===== src/rtl/div_seq_if.sv =====
// Handshake and operand bundle between the E-stage issue logic and the sequential divider.
interface div_seq_if #(
    parameter int DATA_W = 32
);
    logic                  start_i;
    logic                  signed_i;
    logic [DATA_W-1:0]     opdata1_i;
    logic [DATA_W-1:0]     opdata2_i;
    logic                  annul_i;
    logic [2*DATA_W-1:0]   result_o;
    logic                  ready_o;
    logic                  busy_o;

    modport master (
        output start_i, signed_i, opdata1_i, opdata2_i, annul_i,
        input  result_o, ready_o, busy_o
    );

    modport slave (
        input  start_i, signed_i, opdata1_i, opdata2_i, annul_i,
        output result_o, ready_o, busy_o
    );
endinterface


===== src/rtl/div_seq.sv =====
// Sequential restoring divider (DIV/DIVU), one quotient bit per cycle, result {HI=rem, LO=quo}.
// Define DIV_ZERO_FAST_EN to short-circuit zero divisors through the ZERO state.
module div_seq #(
    parameter int DATA_W = 32
) (
    input logic      clk,
    input logic      rst,
    div_seq_if.slave bus
);
    localparam int              CNT_W     = $clog2(DATA_W) + 1;
    localparam logic [CNT_W-1:0] LAST_ITER = CNT_W'(DATA_W - 1);

`ifdef DIV_ZERO_FAST_EN
    typedef enum logic [1:0] {IDLE = 2'd0, ZERO = 2'd1, BUSY = 2'd2, DONE = 2'd3} stateT;
`else
    typedef enum logic [1:0] {IDLE = 2'd0, BUSY = 2'd2, DONE = 2'd3} stateT;
`endif

    stateT state, stateNext;

    logic [CNT_W-1:0]    count;
    logic                signedMode;
    logic                dvdNeg;
    logic                dvsNeg;
    logic [DATA_W-1:0]   quoShift;
    logic [DATA_W-1:0]   divisorMag;
    logic [DATA_W-1:0]   partRem;
    logic [2*DATA_W-1:0] resultReg;

    logic [DATA_W:0]     shiftRem;
    logic [DATA_W:0]     trial;
    logic                qBit;
    logic [DATA_W-1:0]   nextRem;
    logic [DATA_W-1:0]   finalQuo;

    // Two's-complement negate when requested; used both for operand magnitudes and result sign fix.
    function automatic logic [DATA_W-1:0] applySign(input logic [DATA_W-1:0] mag, input logic negate);
        logic signed [DATA_W-1:0] sv;
        sv = $signed(mag);
        return negate ? $unsigned(-sv) : mag;
    endfunction

    always_ff @(posedge clk) begin
        if (rst) state <= IDLE;
        else     state <= stateNext;
    end

    always_comb begin
        stateNext = state;
        if (bus.annul_i) begin
            stateNext = IDLE;
        end else begin
            case (state)
                IDLE: begin
                    if (bus.start_i) begin
`ifdef DIV_ZERO_FAST_EN
                        stateNext = (bus.opdata2_i == '0) ? ZERO : BUSY;
`else
                        stateNext = BUSY;
`endif
                    end
                end
`ifdef DIV_ZERO_FAST_EN
                ZERO: stateNext = DONE;
`endif
                BUSY: if (count == LAST_ITER) stateNext = DONE;
                DONE: if (!bus.start_i) stateNext = IDLE;
                default: stateNext = IDLE;
            endcase
        end
    end

    always_comb begin
        bus.ready_o  = (state == DONE);
        bus.busy_o   = (state != IDLE);
        bus.result_o = (state == DONE) ? resultReg : '0;
    end

    // A borrow out of the 33-bit subtract means the shifted remainder is below the divisor,
    // unless the shift already carried into bit DATA_W, which no 32-bit divisor can exceed.
    always_comb begin
        shiftRem = {partRem, quoShift[DATA_W-1]};
        trial    = shiftRem - {1'b0, divisorMag};
        qBit     = shiftRem[DATA_W] | ~trial[DATA_W];
        nextRem  = qBit ? trial[DATA_W-1:0] : shiftRem[DATA_W-1:0];
        finalQuo = {quoShift[DATA_W-2:0], qBit};
    end

    always_ff @(posedge clk) begin
        if (rst) begin
            count      <= '0;
            signedMode <= 1'b0;
            dvdNeg     <= 1'b0;
            dvsNeg     <= 1'b0;
            quoShift   <= '0;
            divisorMag <= '0;
            partRem    <= '0;
            resultReg  <= '0;
        end else if (!bus.annul_i) begin
            case (state)
                IDLE: begin
                    if (bus.start_i) begin
                        signedMode <= bus.signed_i;
                        dvdNeg     <= bus.opdata1_i[DATA_W-1];
                        dvsNeg     <= bus.opdata2_i[DATA_W-1];
                        quoShift   <= applySign(bus.opdata1_i, bus.signed_i & bus.opdata1_i[DATA_W-1]);
                        divisorMag <= applySign(bus.opdata2_i, bus.signed_i & bus.opdata2_i[DATA_W-1]);
                        partRem    <= '0;
                        count      <= '0;
                        resultReg  <= '0;
                    end
                end
                BUSY: begin
                    partRem  <= nextRem;
                    quoShift <= finalQuo;
                    count    <= count + 1'b1;
                    if (count == LAST_ITER) begin
                        resultReg <= {applySign(nextRem, signedMode & dvdNeg),
                                      applySign(finalQuo, signedMode & (dvdNeg ^ dvsNeg))};
                    end
                end
                default: ;
            endcase
        end
    end
endmodule


===== src/flat_wrapper.sv =====
// flat-port wrapper written by rule: the top's interface ports become plain ports
module div_seq_flat 
#(
    parameter int DATA_W = 32
)
  (clk, rst, bus_start_i, bus_signed_i, bus_opdata1_i, bus_opdata2_i, bus_annul_i, bus_result_o, bus_ready_o, bus_busy_o);
  div_seq_if #(.DATA_W(DATA_W)) bus_i ();
  input logic clk;
  input logic rst;
  input wire logic [$bits(bus_i.start_i)-1:0] bus_start_i;
  input wire logic [$bits(bus_i.signed_i)-1:0] bus_signed_i;
  input wire logic [$bits(bus_i.opdata1_i)-1:0] bus_opdata1_i;
  input wire logic [$bits(bus_i.opdata2_i)-1:0] bus_opdata2_i;
  input wire logic [$bits(bus_i.annul_i)-1:0] bus_annul_i;
  output wire logic [$bits(bus_i.result_o)-1:0] bus_result_o;
  output wire logic [$bits(bus_i.ready_o)-1:0] bus_ready_o;
  output wire logic [$bits(bus_i.busy_o)-1:0] bus_busy_o;
  assign bus_i.start_i = bus_start_i;
  assign bus_i.signed_i = bus_signed_i;
  assign bus_i.opdata1_i = bus_opdata1_i;
  assign bus_i.opdata2_i = bus_opdata2_i;
  assign bus_i.annul_i = bus_annul_i;
  assign bus_result_o = bus_i.result_o;
  assign bus_ready_o = bus_i.ready_o;
  assign bus_busy_o = bus_i.busy_o;
  div_seq #(.DATA_W(DATA_W)) u_core (.clk(clk), .rst(rst), .bus(bus_i));
endmodule

===== config.mk =====
export PLATFORM = sky130hd
export DESIGN_NAME = div_seq_flat
export DESIGN_NICKNAME = d
export VERILOG_FILES = /design/src/rtl/div_seq_if.sv /design/src/rtl/div_seq.sv /design/src/flat_wrapper.sv
export SDC_FILE = /design/constraint.sdc
export NUM_CORES = 1
export LEC_CHECK = 0
export ABC_AREA = 1
export CORE_MARGIN = 5
export CORE_UTILIZATION = 60
export CTS_BUF_LIST = sky130_fd_sc_hd__clkbuf_16
export DETAILED_ROUTE_END_ITERATION = 8
export HOLD_SLACK_MARGIN = 0.06
export PLACE_DENSITY = 0.84
export SYNTH_ARGS = -nofsm -noshare
export SYNTH_HDL_FRONTEND = slang
export SYNTH_SLANG_ARGS = --single-unit

===== constraint.sdc =====
create_clock -name clk -period 5.8 [get_ports clk]
set_clock_uncertainty 0.15 [all_clocks]
set_input_delay 0.87 -clock clk [delete_from_list [all_inputs] [get_ports clk]]
set_output_delay 0.87 -clock clk [all_outputs]
set_load 0.02 [all_outputs]

## After elaboration in Yosys (flattened, before gate mapping)

Cells that the tools add are included.

| word-level totals | value |
|---|---|
| register bits | 171 |
| bits of input ports | 69 |
| word-level logic and storage cells | 56 |

| cells by class | value |
|---|---|
| add/sub/neg operators | 6 |
| equality and inequality tests | 6 |
| mux-type cells | 19 |
| bitwise gates (word level) | 8 |
| reduce and logical (&&, ||, !) cells | 8 |

Operator list:

| cell | number |
|---|---|
| $mux 32 | 7 |
| $mux 64 | 3 |
| $neg 32->32 | 4 |
| $pmux 32 s2 | 2 |
| $pmux 64 s2 | 1 |
| $sub 33x32->33 | 1 |
| $pmux 6 s2 | 1 |
| $reduce_and 3->1 | 3 |
| $add 6x1->6 const B | 1 |
| $eq 6x5->1 const B | 1 |
| $mux 2 | 3 |
| $mux 6 | 1 |
| $pmux 2 s3 | 1 |
| $and 1x1->1 | 4 |
| $eq 2x2->1 const B | 2 |
| $ne 2x2->1 const B | 2 |
| $reduce_and 4->1 | 1 |
| $reduce_bool 2->1 | 2 |
| $logic_not 2->1 | 1 |
| $ne 2x1->1 const B | 1 |
| $not 1->1 | 2 |
| $reduce_or 2->1 | 1 |
| $or 1x1->1 | 1 |
| $xor 1x1->1 | 1 |

## Depth between registers and ports, before layout

| depth | value |
|---|---|
| depth in word-level cells | 8 |
| gate-level depth with buffers | 29 |
| gate-level depth less buffers | 28 |

## Least setup slack after synthesis

No wires, ideal clock.

| timing path | value |
|---|---|
| path kind | register to register |
| start point | register u_core.divisorMag[23] |
| end point | register u_core.resultReg[30] |
| setup time | 134 ps |
| arrival time | 3337 ps |
| required time | 5516 ps |
| setup slack | 2179 ps |
| cell stages (with the launch flop) | 26 |
| path buffers | 1 |
| period minus slack after synthesis | 3621 ps |
| cell sequence | dfxtp_1 -> inv_1 -> ha_1 -> nand2_2 -> inv_2 -> a21oi_2 -> nand2_2 -> a21oi_4 -> nand2_4 -> inv_2 -> buf_4 -> ha_1 -> nand3_1 -> nor3_2 -> nand3_1 -> nor3_1 -> nand2_1 -> nand2_1 -> nand2_1 -> nor2_1 -> o21ai_1 -> inv_1 -> nand2_1 -> or2_0 -> nand3_1 -> a21oi_1 |

| on the way | value |
|---|---|
| word-level cells in the longest chain between the ends | 7 |

RTL lines:

| item | RTL line | text |
|---|---|---|
| start, declared | div_seq.sv:26 | `logic [DATA_W-1:0] divisorMag;` |
| start signal, assigned | div_seq.sv:107 | `divisorMag <= applySign(bus.opdata2_i, bus.signed_i & bus.opdata2_i[DATA_W-1]);` |
| $sub 33x32->33 | div_seq.sv:83 | `trial = shiftRem - {1'b0, divisorMag};` |
| $not 1->1 | div_seq.sv:84 | `qBit = shiftRem[DATA_W] \| ~trial[DATA_W];` |
| $or 1x1->1 | div_seq.sv:84 |  |
| $neg 32->32 | div_seq.sv:40 | `return negate ? $unsigned(-sv) : mag;` |
| $mux 32 | div_seq.sv:40 |  |
| $mux 64 | div_seq.sv:117 | `if (count == LAST_ITER) begin` |
| $pmux 64 s2 | div_seq.sv:100 | `case (state)` |
| end signal, assigned | div_seq.sv:118 | `resultReg <= {applySign(nextRem, signedMode & dvdNeg),` |
| end, declared | div_seq.sv:28 | `logic [2*DATA_W-1:0] resultReg;` |

No other way between the ends. The select of a mux whose other input is x is not followed.
A chain may end at the register's enable or synchronous reset.

## Worst setup path after layout

| timing path | value |
|---|---|
| start point | register u_core.divisorMag[25] |
| end point | register u_core.resultReg[30] |

Same word-level chain as after synthesis.

==> impl_metrics.csv <==
group,metric,value,unit
run_status,status,"finished clean",
drt,wl_met2,19400,um
setup_path,worstSetupPathType,"flop to flop",
finish,layout-drive-gt1-share,6.91,%
drt,drt-pass1-iter-count,6,
synth,ys_seq_area_share,26.1,%
synth,ys_types,58,
floorplanning,num_rows,54,
grt,grt_pass1_wl,67600,um
finish,n_fill_cell,1982,
timing,fin_crit_sh,78.2,%
synth,synth-seq-cells,171,
setup_path,crit_path_end_kind,"flop",
synth,syn_inst,2193,
worst_hold_path,worstHoldEndpoint,"u_core.resultReg[24]",
setup_path,slowest_stage,"nor3_1",
setup_path,r2r_end,"u_core.resultReg[30]",
timing,slew_headroom,16.0,%
synth,syn_area_per_cell,5.99,um^2
finish,nNetsFinal,2380,
setup_path,cp_data_arrival_time,4.66,ns
setup_path,cp_slowest_stage_delay,0.37,ns
placed_design,io_buffers,134,
timing,post-route-min-period,4.53,ns
grt,grt_max_degree,96,
setup_path,reg2reg_depth,25,
synth,synthAdderAreaFrac,3.68,%
drt,top_layer_used,"met5",
grt,antenna_found_initial,1,
job,drv_cap,0,
synth,synth_nets,2300,
drt,drt-met1-wl,18000,um
timing,setup_violations,0,
grt,grt_pass1_vias,13192,
setup_path,path_common_cell,"nand2_1",
clock_tree,cts_made_buffers,17,
timing,setup_ws,1.27,ns
floorplanning,die_height,158,um
synth,ys_warn_count,0,
synth,synth-simple-area-share,36.8,%
clock_tree,clk_path_buf_depth,2,
clock_tree,clk_pin_slew,0.08,ns
power,power.leakage,6.71,nW
clock_tree,cts_tree,"built",
synth,synth_xor_area_share,3.27,%
floorplanning,die_w,158,um
drt,vias_per_cell,5.60,
placed_design,gp_congestion,0.943,
floorplanning,core,0.0217,mm^2
synth,synth_mux_area_share,0,%
timing,finalSetupTns,0,ns
timing,hold_viol_final,0,
synth,ys_async_sr_fraction,0,%
finish,areaGrowthSynthToFinish,15.3,%
drt,routedWlPerCell,16.6,um
clock_tree,post-cts-setup-buffers,0,
clock_tree,cts_hold_buf,0,
synth,synth_top_family_by_area,"simple AND/OR/NAND/NOR gates",
synth,synth_area,0.0131,mm^2
worst_hold_path,holdPathStages,2,
timing,max_freq,0.221,GHz
clock_tree,clk_latency,0.44,ns
synth,synthFlopType,"dfxtp_1",
placed_design,place_ws,1.41,ns
grt,grt_overflow,0,
worst_hold_path,min-delay-start,"u_core.resultReg[24]",
setup_path,required,5.93,ns
drt,wl_met3,3550,um
clock_tree,ctsRootBufferMaster,"clkbuf_16",
floorplanning,io_pins,135,
power,vdd_ir_drop_max,0.191,mV
setup_path,r2r_start,"u_core.divisorMag[25]",
floorplanning,die_area,0.0249,mm^2
drt,drtIter0Drc,1551,
setup_path,cp_max_fo,18,
clock_tree,cts_resized,0,
synth,synth_edf_count,0,
floorplanning,start_util,60.5,%
timing,rsz0062_at_grt,"false",
placed_design,place.detailed.hpwl,32300,um
drt,vias,14368,
grt,grt_util_all_layers,33.9,%
setup_path,start_kind,"flop",
timing,worst_pin_slew,1.26,ns
synth,synth_compound_area_share,17.6,%
setup_path,r2r_slack,1.27,ns
drt,ant_nets,0,
power,powerDensity,211,mW/mm^2
clock_tree,clock-sinks,171,
finish,antenna_cells,0,
clock_tree,cts_max_level,4,
drt,routed_wl,42600,um
timing,slew_viol_final,0,
drt,drcViolationCount,0,
worst_hold_path,min_path_type,"flop to flop",
cells in the mapped netlist (16+ instances only):
cell type,n,area share (%)
a21oi_1,219,8.3
clkbuf_1,67,1.9
nand2_2,32,1.5
nor3_1,33,1.3
nand3_1,133,5.1
a21boi_0,16,0.91
dfxtp_1,171,26
nor2_1,223,6.4
nand4_1,18,0.86
o21ai_0,116,4.4
xor2_1,36,2.4
o211ai_1,25,1.4
ha_1,37,3.5
nand2_1,565,16
inv_1,321,9.2
logic make-up (layout without fill, tap and decap cells):
logic type      count (synthesis)  count (layout)
compound gates                419             419
fa+ha+maj                      38              38
xor+xnor                       49              49
flops                         171             171
buf+inv                       422             515
simple gates                 1094            1094
routing by layer:
| metal | GRT usage [%] | vias to the layer above |
|---|---|---|
| li1 | - | 7139 |
| met1 | 45.0 | 6480 |
| met2 | 55.1 | 638 |
| met3 | 6.56 | 109 |
| met4 | 11.9 | 2 |
| met5 | 0 | - |
layout by cell type (no fill, tap or decap), types with 16 or more instances in the layout:
| master | instances |
|---|---|
| a21boi_0 | 16 |
| a21oi_1 | 219 |
| clkbuf_16 | 17 |
| clkdlybuf4s50_1 | 133 |
| dfxtp_1 | 171 |
| ha_1 | 37 |
| inv_1 | 320 |
| nand2_1 | 564 |
| nand2_2 | 33 |
| nand3_1 | 133 |
| nand4_1 | 18 |
| nor2_1 | 220 |
| nor3_1 | 32 |
| o211ai_1 | 25 |
| o21ai_0 | 116 |
| xor2_1 | 36 |
power by group:
part / internal, W / total [W] / leakage, nW / switching, W
Combinational: 0.000253 / 0.000782 / 5.02 / 0.000529
Sequential: 0.00121 / 0.00124 / 1.39 / 0.0000328
Clock: 0.000618 / 0.00118 / 0.296 / 0.000560
cell type report:
class | instances | area (um^2) | share of cell area [%]
timing repair buffer | 144 | 1410 | 9.34
clock inverter | 15 | 174 | 1.15
tap | 280 | 350 | 2.31
sequential | 171 | 3420 | 22.6
clock buffer | 17 | 425 | 2.81
inverter | 339 | 1270 | 8.40
multi-input combinational | 1600 | 8080 | 53.4
metrics by stage:
| step | hold slack (ns) | cell area (um^2) | instances | power [W] | utilization [%] |
|---|---|---|---|---|---|
| 3_5_place_dp | 0.307 | 14500 | 2534 | 0.00202 | 67.0 |
| 3_3_place_gp | 0.302 | 14500 | 2534 | 0.00201 | 67.0 |
| 5_1_grt | 0.328 | 15100 | 2566 | 0.00335 | 69.8 |
| 4_1_cts | 0.317 | 15100 | 2566 | 0.00319 | 69.8 |
| 6_report | 0.316 | 15100 | 2566 | 0.00320 | 69.8 |
| 2_1_floorplan | 0.291 | 13100 | 2193 | 0.00179 | - |
flip-flops by register name (all words and copies together) (netlist names):
register and cells:
u_core.divisorMag 32, u_core.count 6, u_core.resultReg 64, u_core.state 2
u_core.dvdNeg 1, u_core.partRem 32, u_core.dvsNeg 1, u_core.signedMode 1
u_core.quoShift 32
how the worst max path moves through the flow:
stage	start	end	slack, ns	cells after the start
after global routing	u_core.divisorMag[25]	u_core.resultReg[30]	0.74	25
final	u_core.divisorMag[25]	u_core.resultReg[30]	1.27	25
after floorplan	u_core.divisorMag[23]	u_core.resultReg[30]	2.18	25
after detailed placement	u_core.divisorMag[25]	u_core.resultReg[30]	1.41	25
after CTS	u_core.divisorMag[25]	u_core.resultReg[30]	1.35	25
after global placement	u_core.divisorMag[25]	u_core.resultReg[30]	1.61	25
worst max-delay path: cells and delay by family (launching register included):
kind,cells,cell delay (ns)
AND/OR/NAND/NOR,15,2.17
buffers and inverters,5,0.74
adder cells (fa/ha/maj),2,0.58
AO/OA/AOI/OAI,3,0.37
flip-flops,1,0.34
Power figures use the tool's default switching activity.
